## config.mk

```make
export PLATFORM = sky130hd
export DESIGN_NAME = ls_req_issuer
export DESIGN_NICKNAME = d
export VERILOG_FILES = /design/src/rtl/ls_pkg.sv /design/src/rtl/ls_req_fifo.sv /design/src/rtl/ls_req_issuer.sv
export SDC_FILE = /design/constraint.sdc
export NUM_CORES = 1
export LEC_CHECK = 0
export BUFFER_PORTS_ARGS = -buffer_cell sky130_fd_sc_hd__buf_2
export CAP_MARGIN = 10
export CORE_ASPECT_RATIO = 2
export CORE_MARGIN = 2
export CORE_UTILIZATION = 50
export CTS_CLUSTER_DIAMETER = 30
export DETAILED_ROUTE_END_ITERATION = 8
export PLACE_DENSITY = 0.79
export SKIP_CTS_REPAIR_TIMING = 1
export SYNTH_ARGS = -nofsm -noshare
export SYNTH_HDL_FRONTEND = slang
export SYNTH_SLANG_ARGS = --single-unit
export TNS_END_PERCENT = 1
```

## constraint.sdc

```tcl
create_clock -name clk -period 14.7 [get_ports clk]
set_clock_uncertainty 0.15 [all_clocks]
set_input_delay 0.735 -clock clk [delete_from_list [all_inputs] [get_ports clk]]
set_output_delay 0.735 -clock clk [all_outputs]
set_load 0.01 [all_outputs]
```

## src/rtl/ls_pkg.sv

```systemverilog
// Shared types and helpers for the load/store request issuer.
//   XLEN / OOO_TAG_SIZE / OOO_ROB_SIZE : datapath widths of the request payload
//   LS_BYTE / LS_HALF / LS_WORD        : size encodings (3 is illegal)
//   ls_req_t                           : one queued load/store uop
//   is_misaligned()                    : trap check applied when an entry is dequeued
package ls_pkg;

  localparam int unsigned XLEN         = 32;
  localparam int unsigned OOO_TAG_SIZE = 10;
  localparam int unsigned OOO_ROB_SIZE = 10;

  localparam logic [1:0] LS_BYTE = 2'd0;
  localparam logic [1:0] LS_HALF = 2'd1;
  localparam logic [1:0] LS_WORD = 2'd2;

  typedef struct packed {
    logic [XLEN-1:0]         addr;
    logic [XLEN-1:0]         data;
    logic [1:0]              size;
    logic                    is_st;
    logic                    sext;
    logic [OOO_TAG_SIZE-1:0] tag;
    logic [OOO_ROB_SIZE-1:0] rob;
  } ls_req_t;

  // Only the two low address bits matter for natural alignment.
  function automatic logic is_misaligned(input logic [1:0] addr_lo,
                                         input logic [1:0] size);
    logic mis;
    case (size)
      LS_BYTE: mis = 1'b0;
      LS_HALF: mis = addr_lo[0];
      LS_WORD: mis = (addr_lo != 2'b00);
      default: mis = 1'b1;
    endcase
    return mis;
  endfunction

endpackage

```

## src/rtl/ls_req_fifo.sv

```systemverilog
// In-order request FIFO of ls_req_t with flush.
//   clk, rst       : clock, asynchronous active-low reset
//   i_flush        : drop all entries; a push/pop in the same cycle is ignored
//   i_push/i_wdata : enqueue (ignored when full)
//   i_pop          : dequeue head (ignored when empty)
//   o_rdata        : current head entry
//   o_full/o_empty : occupancy flags
module ls_req_fifo
  import ls_pkg::*;
#(
  parameter int unsigned DEPTH = 8
) (
  input  logic    clk,
  input  logic    rst,
  input  logic    i_flush,
  input  logic    i_push,
  input  ls_req_t i_wdata,
  input  logic    i_pop,
  output ls_req_t o_rdata,
  output logic    o_full,
  output logic    o_empty
);

  localparam int unsigned AW = $clog2(DEPTH);

  ls_req_t     r_mem [DEPTH];
  logic [AW:0] r_wr_ptr;
  logic [AW:0] r_rd_ptr;
  logic        w_push;
  logic        w_pop;

  // Extra pointer MSB distinguishes full from empty after wrap-around.
  assign o_full  = (r_wr_ptr[AW] != r_rd_ptr[AW]) &&
                   (r_wr_ptr[AW-1:0] == r_rd_ptr[AW-1:0]);
  assign o_empty = (r_wr_ptr == r_rd_ptr);
  assign w_push  = i_push && !o_full && !i_flush;
  assign w_pop   = i_pop && !o_empty && !i_flush;
  assign o_rdata = r_mem[r_rd_ptr[AW-1:0]];

  // Pointer update; flush simply realigns the pointers.
  always_ff @(posedge clk or negedge rst) begin
    if (!rst) begin
      r_wr_ptr <= '0;
      r_rd_ptr <= '0;
    end else if (i_flush) begin
      r_wr_ptr <= '0;
      r_rd_ptr <= '0;
    end else begin
      if (w_push) r_wr_ptr <= r_wr_ptr + (AW+1)'(1);
      if (w_pop)  r_rd_ptr <= r_rd_ptr + (AW+1)'(1);
    end
  end

  // Storage needs no reset: the pointers qualify every read.
  always_ff @(posedge clk) begin
    if (w_push) r_mem[r_wr_ptr[AW-1:0]] <= i_wdata;
  end

endmodule

```

## src/rtl/ls_req_issuer.sv

```systemverilog
// Data-cache request initiator: queues backend load/store uops, issues them
// one per cycle to the memory system under dc_stall and an in-flight credit
// limit, traps misaligned/illegal-size accesses locally, and forwards cache
// responses to the backend writeback path. rob_resteer drops everything.
//   clk, rst                      : clock, asynchronous active-low reset
//   req_*                         : backend request (valid/ready handshake)
//   ls_unit_alloc, addr_in, ...   : registered request to the memory system
//   dc_stall                      : memory cannot accept this cycle
//   valid_out, data_out, ...      : memory response
//   rob_resteer                   : ROB flush
//   wb_*                          : registered writeback pulse to backend
//   exc_*                         : registered misalignment trap pulse
module ls_req_issuer
  import ls_pkg::*;
#(
  parameter int unsigned DEPTH   = 8,
  parameter int unsigned MAX_OUT = 4
) (
  input  logic                    clk,
  input  logic                    rst,
  // backend request
  input  logic                    req_valid,
  output logic                    req_ready,
  input  logic [XLEN-1:0]         req_addr,
  input  logic [XLEN-1:0]         req_data,
  input  logic [1:0]              req_size,
  input  logic                    req_is_st,
  input  logic                    req_sext,
  input  logic [OOO_TAG_SIZE-1:0] req_tag,
  input  logic [OOO_ROB_SIZE-1:0] req_rob,
  // request to memory system
  output logic                    ls_unit_alloc,
  output logic [XLEN-1:0]         addr_in,
  output logic [XLEN-1:0]         data_in,
  output logic [1:0]              size_in,
  output logic                    is_st_in,
  output logic                    sext,
  output logic [OOO_TAG_SIZE-1:0] ooo_tag_in,
  output logic [OOO_ROB_SIZE-1:0] ooo_rob_in,
  input  logic                    dc_stall,
  // response from memory system
  input  logic                    valid_out,
  input  logic [XLEN-1:0]         data_out,
  input  logic [OOO_TAG_SIZE-1:0] tag_out,
  input  logic [OOO_ROB_SIZE-1:0] rob_line_out,
  input  logic                    is_flush_out,
  // flush
  input  logic                    rob_resteer,
  // writeback to backend
  output logic                    wb_valid,
  output logic [OOO_TAG_SIZE-1:0] wb_tag,
  output logic [OOO_ROB_SIZE-1:0] wb_rob,
  output logic [XLEN-1:0]         wb_data,
  // misalignment trap
  output logic                    exc_valid,
  output logic [OOO_TAG_SIZE-1:0] exc_tag,
  output logic [OOO_ROB_SIZE-1:0] exc_rob
);

  localparam int unsigned CW = $clog2(MAX_OUT + 1);

  typedef enum logic {
    OS_EMPTY = 1'b0,
    OS_HELD  = 1'b1
  } os_state_t;

  os_state_t               r_os_state;
  os_state_t               w_os_next;
  ls_req_t                 r_os_req;
  logic [CW-1:0]           r_count;

  logic                    r_wb_valid;
  logic [OOO_TAG_SIZE-1:0] r_wb_tag;
  logic [OOO_ROB_SIZE-1:0] r_wb_rob;
  logic [XLEN-1:0]         r_wb_data;

  logic                    r_exc_valid;
  logic [OOO_TAG_SIZE-1:0] r_exc_tag;
  logic [OOO_ROB_SIZE-1:0] r_exc_rob;

  ls_req_t                 w_in_req;
  ls_req_t                 w_head;
  logic                    w_fifo_full;
  logic                    w_fifo_empty;
  logic                    w_push;
  logic                    w_accept;
  logic                    w_resp;
  logic                    w_dec;
  logic                    w_credit_ok;
  logic                    w_pop;
  logic                    w_trap;
  logic                    w_load;

  assign w_in_req = '{addr:  req_addr,
                      data:  req_data,
                      size:  req_size,
                      is_st: req_is_st,
                      sext:  req_sext,
                      tag:   req_tag,
                      rob:   req_rob};

  assign req_ready = !w_fifo_full;
  assign w_push    = req_valid && !w_fifo_full && !rob_resteer;

  ls_req_fifo #(
    .DEPTH (DEPTH)
  ) u_fifo (
    .clk     (clk),
    .rst     (rst),
    .i_flush (rob_resteer),
    .i_push  (w_push),
    .i_wdata (w_in_req),
    .i_pop   (w_pop),
    .o_rdata (w_head),
    .o_full  (w_fifo_full),
    .o_empty (w_fifo_empty)
  );

  // Issue control: a response returning this edge frees a credit early.
  assign w_accept    = (r_os_state == OS_HELD) && !dc_stall;
  assign w_resp      = valid_out && !is_flush_out;
  assign w_dec       = w_resp && (r_count != '0);
  assign w_credit_ok = (r_count < CW'(MAX_OUT)) || w_dec;
  assign w_pop       = !w_fifo_empty && !rob_resteer && w_credit_ok &&
                       ((r_os_state == OS_EMPTY) || w_accept);
  assign w_trap      = w_pop && is_misaligned(w_head.addr[1:0], w_head.size);
  assign w_load      = w_pop && !w_trap;

  // Output-stage state register
  always_ff @(posedge clk or negedge rst) begin
    if (!rst) r_os_state <= OS_EMPTY;
    else      r_os_state <= w_os_next;
  end

  // Output-stage next state: refill on the same edge it is accepted
  always_comb begin
    w_os_next = r_os_state;
    case (r_os_state)
      OS_EMPTY: if (w_load) w_os_next = OS_HELD;
      OS_HELD:  if (w_accept && !w_load) w_os_next = OS_EMPTY;
      default:  w_os_next = OS_EMPTY;
    endcase
    if (rob_resteer) w_os_next = OS_EMPTY;
  end

  // Output-stage payload; held while stalled since it only loads on w_load
  always_ff @(posedge clk or negedge rst) begin
    if (!rst)        r_os_req <= '0;
    else if (w_load) r_os_req <= w_head;
  end

  // In-flight credit count (output stage plus memory)
  always_ff @(posedge clk or negedge rst) begin
    if (!rst) begin
      r_count <= '0;
    end else if (rob_resteer) begin
      r_count <= '0;
    end else begin
      case ({w_load, w_dec})
        2'b10:   r_count <= r_count + CW'(1);
        2'b01:   r_count <= r_count - CW'(1);
        default: r_count <= r_count;
      endcase
    end
  end

  // Writeback pulse, one per surviving response
  always_ff @(posedge clk or negedge rst) begin
    if (!rst) begin
      r_wb_valid <= 1'b0;
      r_wb_tag   <= '0;
      r_wb_rob   <= '0;
      r_wb_data  <= '0;
    end else begin
      r_wb_valid <= w_resp && !rob_resteer;
      if (w_resp) begin
        r_wb_tag  <= tag_out;
        r_wb_rob  <= rob_line_out;
        r_wb_data <= data_out;
      end
    end
  end

  // Trap pulse; w_trap already excludes flush cycles
  always_ff @(posedge clk or negedge rst) begin
    if (!rst) begin
      r_exc_valid <= 1'b0;
      r_exc_tag   <= '0;
      r_exc_rob   <= '0;
    end else begin
      r_exc_valid <= w_trap;
      if (w_trap) begin
        r_exc_tag <= w_head.tag;
        r_exc_rob <= w_head.rob;
      end
    end
  end

  assign ls_unit_alloc = (r_os_state == OS_HELD);
  assign addr_in       = r_os_req.addr;
  assign data_in       = r_os_req.data;
  assign size_in       = r_os_req.size;
  assign is_st_in      = r_os_req.is_st;
  assign sext          = r_os_req.sext;
  assign ooo_tag_in    = r_os_req.tag;
  assign ooo_rob_in    = r_os_req.rob;

  assign wb_valid  = r_wb_valid;
  assign wb_tag    = r_wb_tag;
  assign wb_rob    = r_wb_rob;
  assign wb_data   = r_wb_data;

  assign exc_valid = r_exc_valid;
  assign exc_tag   = r_exc_tag;
  assign exc_rob   = r_exc_rob;

endmodule

```

==> results of run 1 <==
-- layout by cell type (no fill, tap or decap), drive strengths merged, types with 2 or more instances in the layout --
| cell | netlist | routed |
|---|---|---|
| nor3b | 3 | 3 |
| ha | 2 | 2 |
| xnor2 | 6 | 6 |
| nand4b | 2 | 2 |
| clkinvlp | 0 | 10 |
| diode | 0 | 7 |
| o21ai | 70 | 70 |
| and3b | 2 | 2 |
| clkinv | 0 | 25 |
| bufinv | 0 | 11 |
| dfrtp | 174 | 174 |
| xor2 | 4 | 4 |
| nand2b | 3 | 3 |
| clkbuf | 46 | 117 |
| inv | 1 | 30 |
| nor3 | 2 | 2 |
| nand3 | 4 | 4 |
| nand2 | 228 | 228 |
| mux4 | 176 | 176 |
| buf | 39 | 334 |
| nand4 | 2 | 2 |
| nor2b | 4 | 4 |
| edfxtp | 704 | 704 |
| nor2 | 13 | 13 |
| mux2 | 62 | 62 |
| mux2i | 72 | 72 |
-- layer usage --
| metal | up-vias | wire, µm | GRT usage |
|---|---|---|---|
| met2 | 753 | 37200 | 0.361 |
| met1 | 8643 | 27600 | 0.275 |
| li1 | 7133 | - | - |
| met3 | 143 | 6330 | 0.0566 |
| met4 | 34 | 1660 | 0.0710 |
| met5 | - | 198 | 0 |
-- flip-flops by register name, indices dropped and copies added, names as in the netlist --
signal	cells
size_in	2
wb_tag	10
wb_data	32
ls_unit_alloc	1
ooo_tag_in	10
u_fifo.r_mem	704
is_st_in	1
exc_tag	10
u_fifo.r_rd_ptr	4
addr_in	32
u_fifo.r_wr_ptr	4
r_count	3
wb_rob	10
exc_valid	1
ooo_rob_in	10
data_in	32
wb_valid	1
sext	1
exc_rob	10
-- power groups by stage --
stage / Combinational [W] / Sequential (W) / Clock (W)
2_1_floorplan: 0.000876 / 0.00311 / 0
4_1_cts: 0.00133 / 0.00307 / 0.00270
6_report: 0.00131 / 0.00307 / 0.00266
3_5_place_dp: 0.00131 / 0.00311 / 0
3_3_place_gp: 0.00127 / 0.00311 / 0
5_1_grt: 0.00143 / 0.00309 / 0.00279
-- how the worst min path moves through the flow --
| stage | startpoint | end | slack, ns | cells past startpoint |
|---|---|---|---|---|
| after global routing | data_out[29] | wb_data[29] | 0.14 | 3 |
| final | tag_out[0] | wb_tag[0] | 0.14 | 3 |
| after global placement | wb_data[11] | wb_data[11] | 0.31 | 2 |
| after detailed placement | wb_rob[8] | wb_rob[8] | 0.31 | 2 |
| after floorplan | rst | addr_in[0] | 0.29 | 0 |
| after CTS | rst | exc_tag[0] | -0.11 | 1 |
-- logic make-up (layout without fill, tap and decap cells) --
logic type / after synthesis / count (layout) / synth area share
buffers and inverters: 86 / 528 / 0.0123
AOI/OAI and AO/OA: 74 / 74 / 0.0116
muxes: 310 / 310 / 0.166
and+or+nand+nor: 266 / 266 / 0.0324
DFF: 878 / 878 / 0.774
other: 0 / 7 / 0
adders and majority gates: 3 / 3 / 0.00137
xor gates and xnor gates: 10 / 10 / 0.00266
-- critical path, stage by stage, from the launching register on --
cell and delay [ns]:
dfrtp_4 0.92, buf_4 0.90, xnor2_1 0.20, nand4_1 0.24, nand2_1 0.18, nor3_1 0.29, nor3b_2 0.82, buf_4 0.79
-- per-stage QoR --
stage           util  power [W]  cell area [µm²]  instances
3_5_place_dp   0.542    0.00442            35500       2754
4_1_cts        0.599    0.00710            39200       2945
6_report       0.599    0.00703            39200       2953
3_3_place_gp   0.542    0.00438            35500       2754
5_1_grt        0.599    0.00731            39200       2946
2_1_floorplan      -    0.00399            32900       1627
-- Yosys cell counts, types with 13 or more instances --
| cell | count |
|---|---|
| buf_2 | 24 |
| clkbuf_1 | 46 |
| dfrtp_1 | 174 |
| edfxtp_1 | 704 |
| mux2_2 | 41 |
| mux2_4 | 20 |
| mux2i_1 | 72 |
| mux4_2 | 176 |
| nand2_1 | 228 |
| nor2_1 | 13 |
| o21ai_0 | 50 |
| o21ai_1 | 20 |
-- layout make-up --
cell class / count / area (µm²) / share of cell area
well taps: 877 / 1100 / 0.0280
diodes: 7 / 17.5 / 0.000447
multi-input cells: 663 / 7100 / 0.181
clock buffers: 116 / 2740 / 0.0699
flip-flops and latches: 878 / 25500 / 0.651
inverters: 1 / 3.75 / 0.0000958
clock inverters: 75 / 966 / 0.0246
repair buffers: 336 / 1770 / 0.0452
==> results.sh, run 1 <==
export IMPL_p_leak_nw=14.1
export IMPL_ir_worst_vdd_uv=157
export IMPL_post_route_min_period_ns=4.92
export IMPL_start_util=0.504
export IMPL_cts_tree="built"
export IMPL_dpl_hpwl_um=39700
export IMPL_worstPathArrival_ns=5.04
export IMPL_power_density_nw_per_um2=179
export IMPL_chipWidth_um=186
export IMPL_final_max_slew_viol_count=0
export IMPL_crit_path_end="u_fifo.r_mem[0][3]"
export IMPL_yosysTopAreaCell="edfxtp_1"
export IMPL_fp_row_count=133
export IMPL_grt_first_pass_wirelength_um=108000
export IMPL_dr_pass1_iters=5
export IMPL_cp_max_fo=74
export IMPL_max_freq_mhz=203
export IMPL_syn_nets=1777
export IMPL_period_share=0.334
export IMPL_drc=0
export IMPL_rrSetupSlack_ns=9.78
export IMPL_drv_cap=0
export IMPL_syn_to_final_growth_pct=19.0
export IMPL_clock_root_buffer="clkbuf_16"
export IMPL_fp_coreArea_um2=65400
export IMPL_antenna_found_initial=21
export IMPL_finalSetupViolations=0
export IMPL_routed_via_density=5.66
export IMPL_die_y_um=367
export IMPL_reg2reg_from="u_fifo.r_rd_ptr[1]"
export IMPL_synth_top_flop_cell="edfxtp_1"
export IMPL_swShare=0.270
export IMPL_drive_above_1_share=0.372
export IMPL_insertion_delay_ns=0.66
export IMPL_slew_headroom=0.256
export IMPL_gp_congestion=0.728
export IMPL_synth_seq_cells=878
export IMPL_switchingPower_w=0.00190
export IMPL_port_buffers=310
export IMPL_grt_max_degree=111
export IMPL_htreeDepth=3
export IMPL_finalHoldViolCount=0
export IMPL_pin_count=311
export IMPL_n_fill_cell=4507
export IMPL_cts_buffers=101
export IMPL_synth_distinct_cells=35
export IMPL_nets=2131
export IMPL_startpoint="u_fifo.r_rd_ptr[1]"
export IMPL_place_ws_ns=9.68
export IMPL_synth_top_cell_area_share=0.642
export IMPL_hold_class="input pin to flop"
export IMPL_worstSetupStartpointType="flop"
export IMPL_holdWs_ns=0.142
export IMPL_overflow=0
export IMPL_status="complete, no violations"
export IMPL_synth_async_sr_flop_share=0.198
export IMPL_track_usage=0.216
export IMPL_reg2reg_to="u_fifo.r_mem[0][3]"
export IMPL_syn_cell_area_um2=32900
export IMPL_synth_edf_count=704
export IMPL_setup_ws_ns=9.78
export IMPL_combPwrFrac=0.186
export IMPL_seq_area_frac_synth=0.774
export IMPL_grt_pass1_vias=17600
export IMPL_clk_pin_slew_ns=0.07
export IMPL_wl_um=73000
export IMPL_die_area_um2=68100
export IMPL_wl_per_cell_um=24.7
export IMPL_drt_iter0_markers=1459
export IMPL_worst_pin_slew_ns=1.11
export IMPL_ant_nets=0
export IMPL_clock_sinks=878
export IMPL_internal_power_w=0.00513
export IMPL_critical_path_class="flop to flop"
export IMPL_ff2ff_path_depth=7
export IMPL_fin_tns_setup_ns=0
export IMPL_rsz0062_at_grt="no"
export IMPL_endpoint_kind="flop"
export IMPL_clockPowerShare=0.378
export IMPL_dr_total_vias=16700
export IMPL_synth_avg_cell_area_um2=20.2
export IMPL_postSynthCellCount=1627
export IMPL_ys_top_cells_by_area="edfxtp_1 64%, dfrtp_1 13%, mux4_2 12%"
export IMPL_cts_buffer_depth=3
export IMPL_p_seq_frac=0.436
export IMPL_required_ns=14.83
export IMPL_ys_warnings_count=0
(Power assumes the default switching activity.)
==> inputs of run 2 (changes only) <==
Clock period 14.7 ns to 4.6 ns, I/O delays scaled along.
==> results.sh, run 2 (synthesis gave the netlist of run 1 again) <==
export IMPL_drive_above_1_share=0.348
export IMPL_power_density_nw_per_um2=548
export IMPL_fin_tns_setup_ns=0
export IMPL_period_share=0.758
export IMPL_slew_headroom=0.271
export IMPL_clock_sinks=878
export IMPL_status="complete, no violations"
export IMPL_chipWidth_um=186
export IMPL_rsz0062_at_grt="no"
export IMPL_drt_iter0_markers=1944
export IMPL_wl_um=79100
export IMPL_critical_path_class="flop to flop"
export IMPL_final_max_slew_viol_count=0
export IMPL_clock_root_buffer="clkbuf_16"
export IMPL_ant_nets=0
export IMPL_drv_cap=0
export IMPL_endpoint_kind="flop"
export IMPL_nets=2285
export IMPL_fp_coreArea_um2=65400
export IMPL_wl_per_cell_um=25.5
export IMPL_ff2ff_path_depth=9
export IMPL_stdcell_count=3102
export IMPL_final_cell_mix="704 x edfxtp_1, 309 x buf_2, 227 x nand2_1"
export IMPL_drc=0
export IMPL_largest_reg_flops=704
export IMPL_hold_class="input pin to async pin"
export IMPL_grt_max_degree=160
export IMPL_finalSetupViolations=0
export IMPL_max_freq_mhz=287
export IMPL_rrSetupSlack_ns=1.11
export IMPL_worstSetupStartpointType="flop"
export IMPL_routed_via_density=5.76
export IMPL_utilization=0.620
export IMPL_placed_cells=2761
export IMPL_dr_total_vias=17900
export IMPL_cp_max_fo=24
export IMPL_layout_commonest_cell="edfxtp_1"
export IMPL_overflow=0
export IMPL_insertion_delay_ns=0.68
export IMPL_place_ws_ns=1.17
export IMPL_syn_to_final_growth_pct=23.1
export IMPL_finalHoldViolCount=0
export IMPL_dpl_hpwl_um=39300
export IMPL_ir_worst_vdd_uv=516
export IMPL_cts_buffer_depth=3
export IMPL_pin_count=311
export IMPL_grt_pass1_vias=17600
export IMPL_worst_pin_slew_ns=1.09
export IMPL_antenna_found_initial=6
export IMPL_gp_congestion=0.745
export IMPL_p_leak_nw=14.6
export IMPL_die_area_um2=68100
export IMPL_worstPathArrival_ns=3.89
export IMPL_track_usage=0.220
export IMPL_htreeDepth=3
export IMPL_clk_pin_slew_ns=0.06
export IMPL_dr_pass1_iters=5
export IMPL_setup_ws_ns=1.11
export IMPL_die_y_um=367
export IMPL_cts_tree="built"
export IMPL_fp_row_count=133
export IMPL_start_util=0.504
export IMPL_port_buffers=310
export IMPL_grt_first_pass_wirelength_um=110000
export IMPL_required_ns=5.01
export IMPL_cts_buffers=100
export IMPL_post_route_min_period_ns=3.49
[run 2: critical path: stages, from the launching register on]
cell	delay, ns
dfrtp_4	0.73
mux4_2	0.57
mux2i_1	0.29
nand3_1	0.17
a21o_4	0.25
nor2b_1	0.15
fa_1	0.42
and2_1	0.15
mux2i_1	0.15
mux2_1	0.33
[run 2: path summary, 6_finish.rpt]
check / startpoint / end
max: u_fifo.r_rd_ptr[0] / r_count[2]
min: rst / ooo_rob_in[4]
max reg2reg: u_fifo.r_rd_ptr[0] / r_count[2]
min reg2reg: wb_tag[2] / wb_tag[2]
max in group asynchronous: rst / addr_in[6]
min in group clk: is_flush_out / wb_tag[1]
[run 2: cell type report]
| class | instances | area, µm² |
|---|---|---|
| diodes | 4 | 10.0 |
| flip-flops and latches | 878 | 25500 |
| clock inverters | 79 | 841 |
| well taps | 877 | 1100 |
| inverters | 1 | 3.75 |
| repair buffers | 491 | 3400 |
| multi-input cells | 663 | 7140 |
| clock buffers | 109 | 2570 |
| fillers | 4210 | 24800 |
[run 2: through the flow]
step	power [W]	hold WS [ns]	area [µm²]
6_report	0.0222	0.0403	40600
4_1_cts	0.0222	-0.494	39100
3_3_place_gp	0.0140	0.207	35700
5_1_grt	0.0231	0.0857	40600
2_1_floorplan	0.0127	-0.216	33000
3_5_place_dp	0.0142	0.220	35700
[run 2: report_power, final]
part / total [W] / internal (W) / switching [W]
clock network: 0.00800 / 0.00453 / 0.00347
logic: 0.00445 / 0.00221 / 0.00225
registers: 0.00976 / 0.00924 / 0.000524
total: 0.0222 / 0.0160 / 0.00624
[run 2: layer usage]
layer  GRT usage  part of all wire  up-vias
met5           0           0.00056        -
met4      0.0780             0.028        6
met3      0.0641              0.11      149
met2       0.354              0.49     1029
met1       0.286              0.38     9243
li1            -                 -     7435
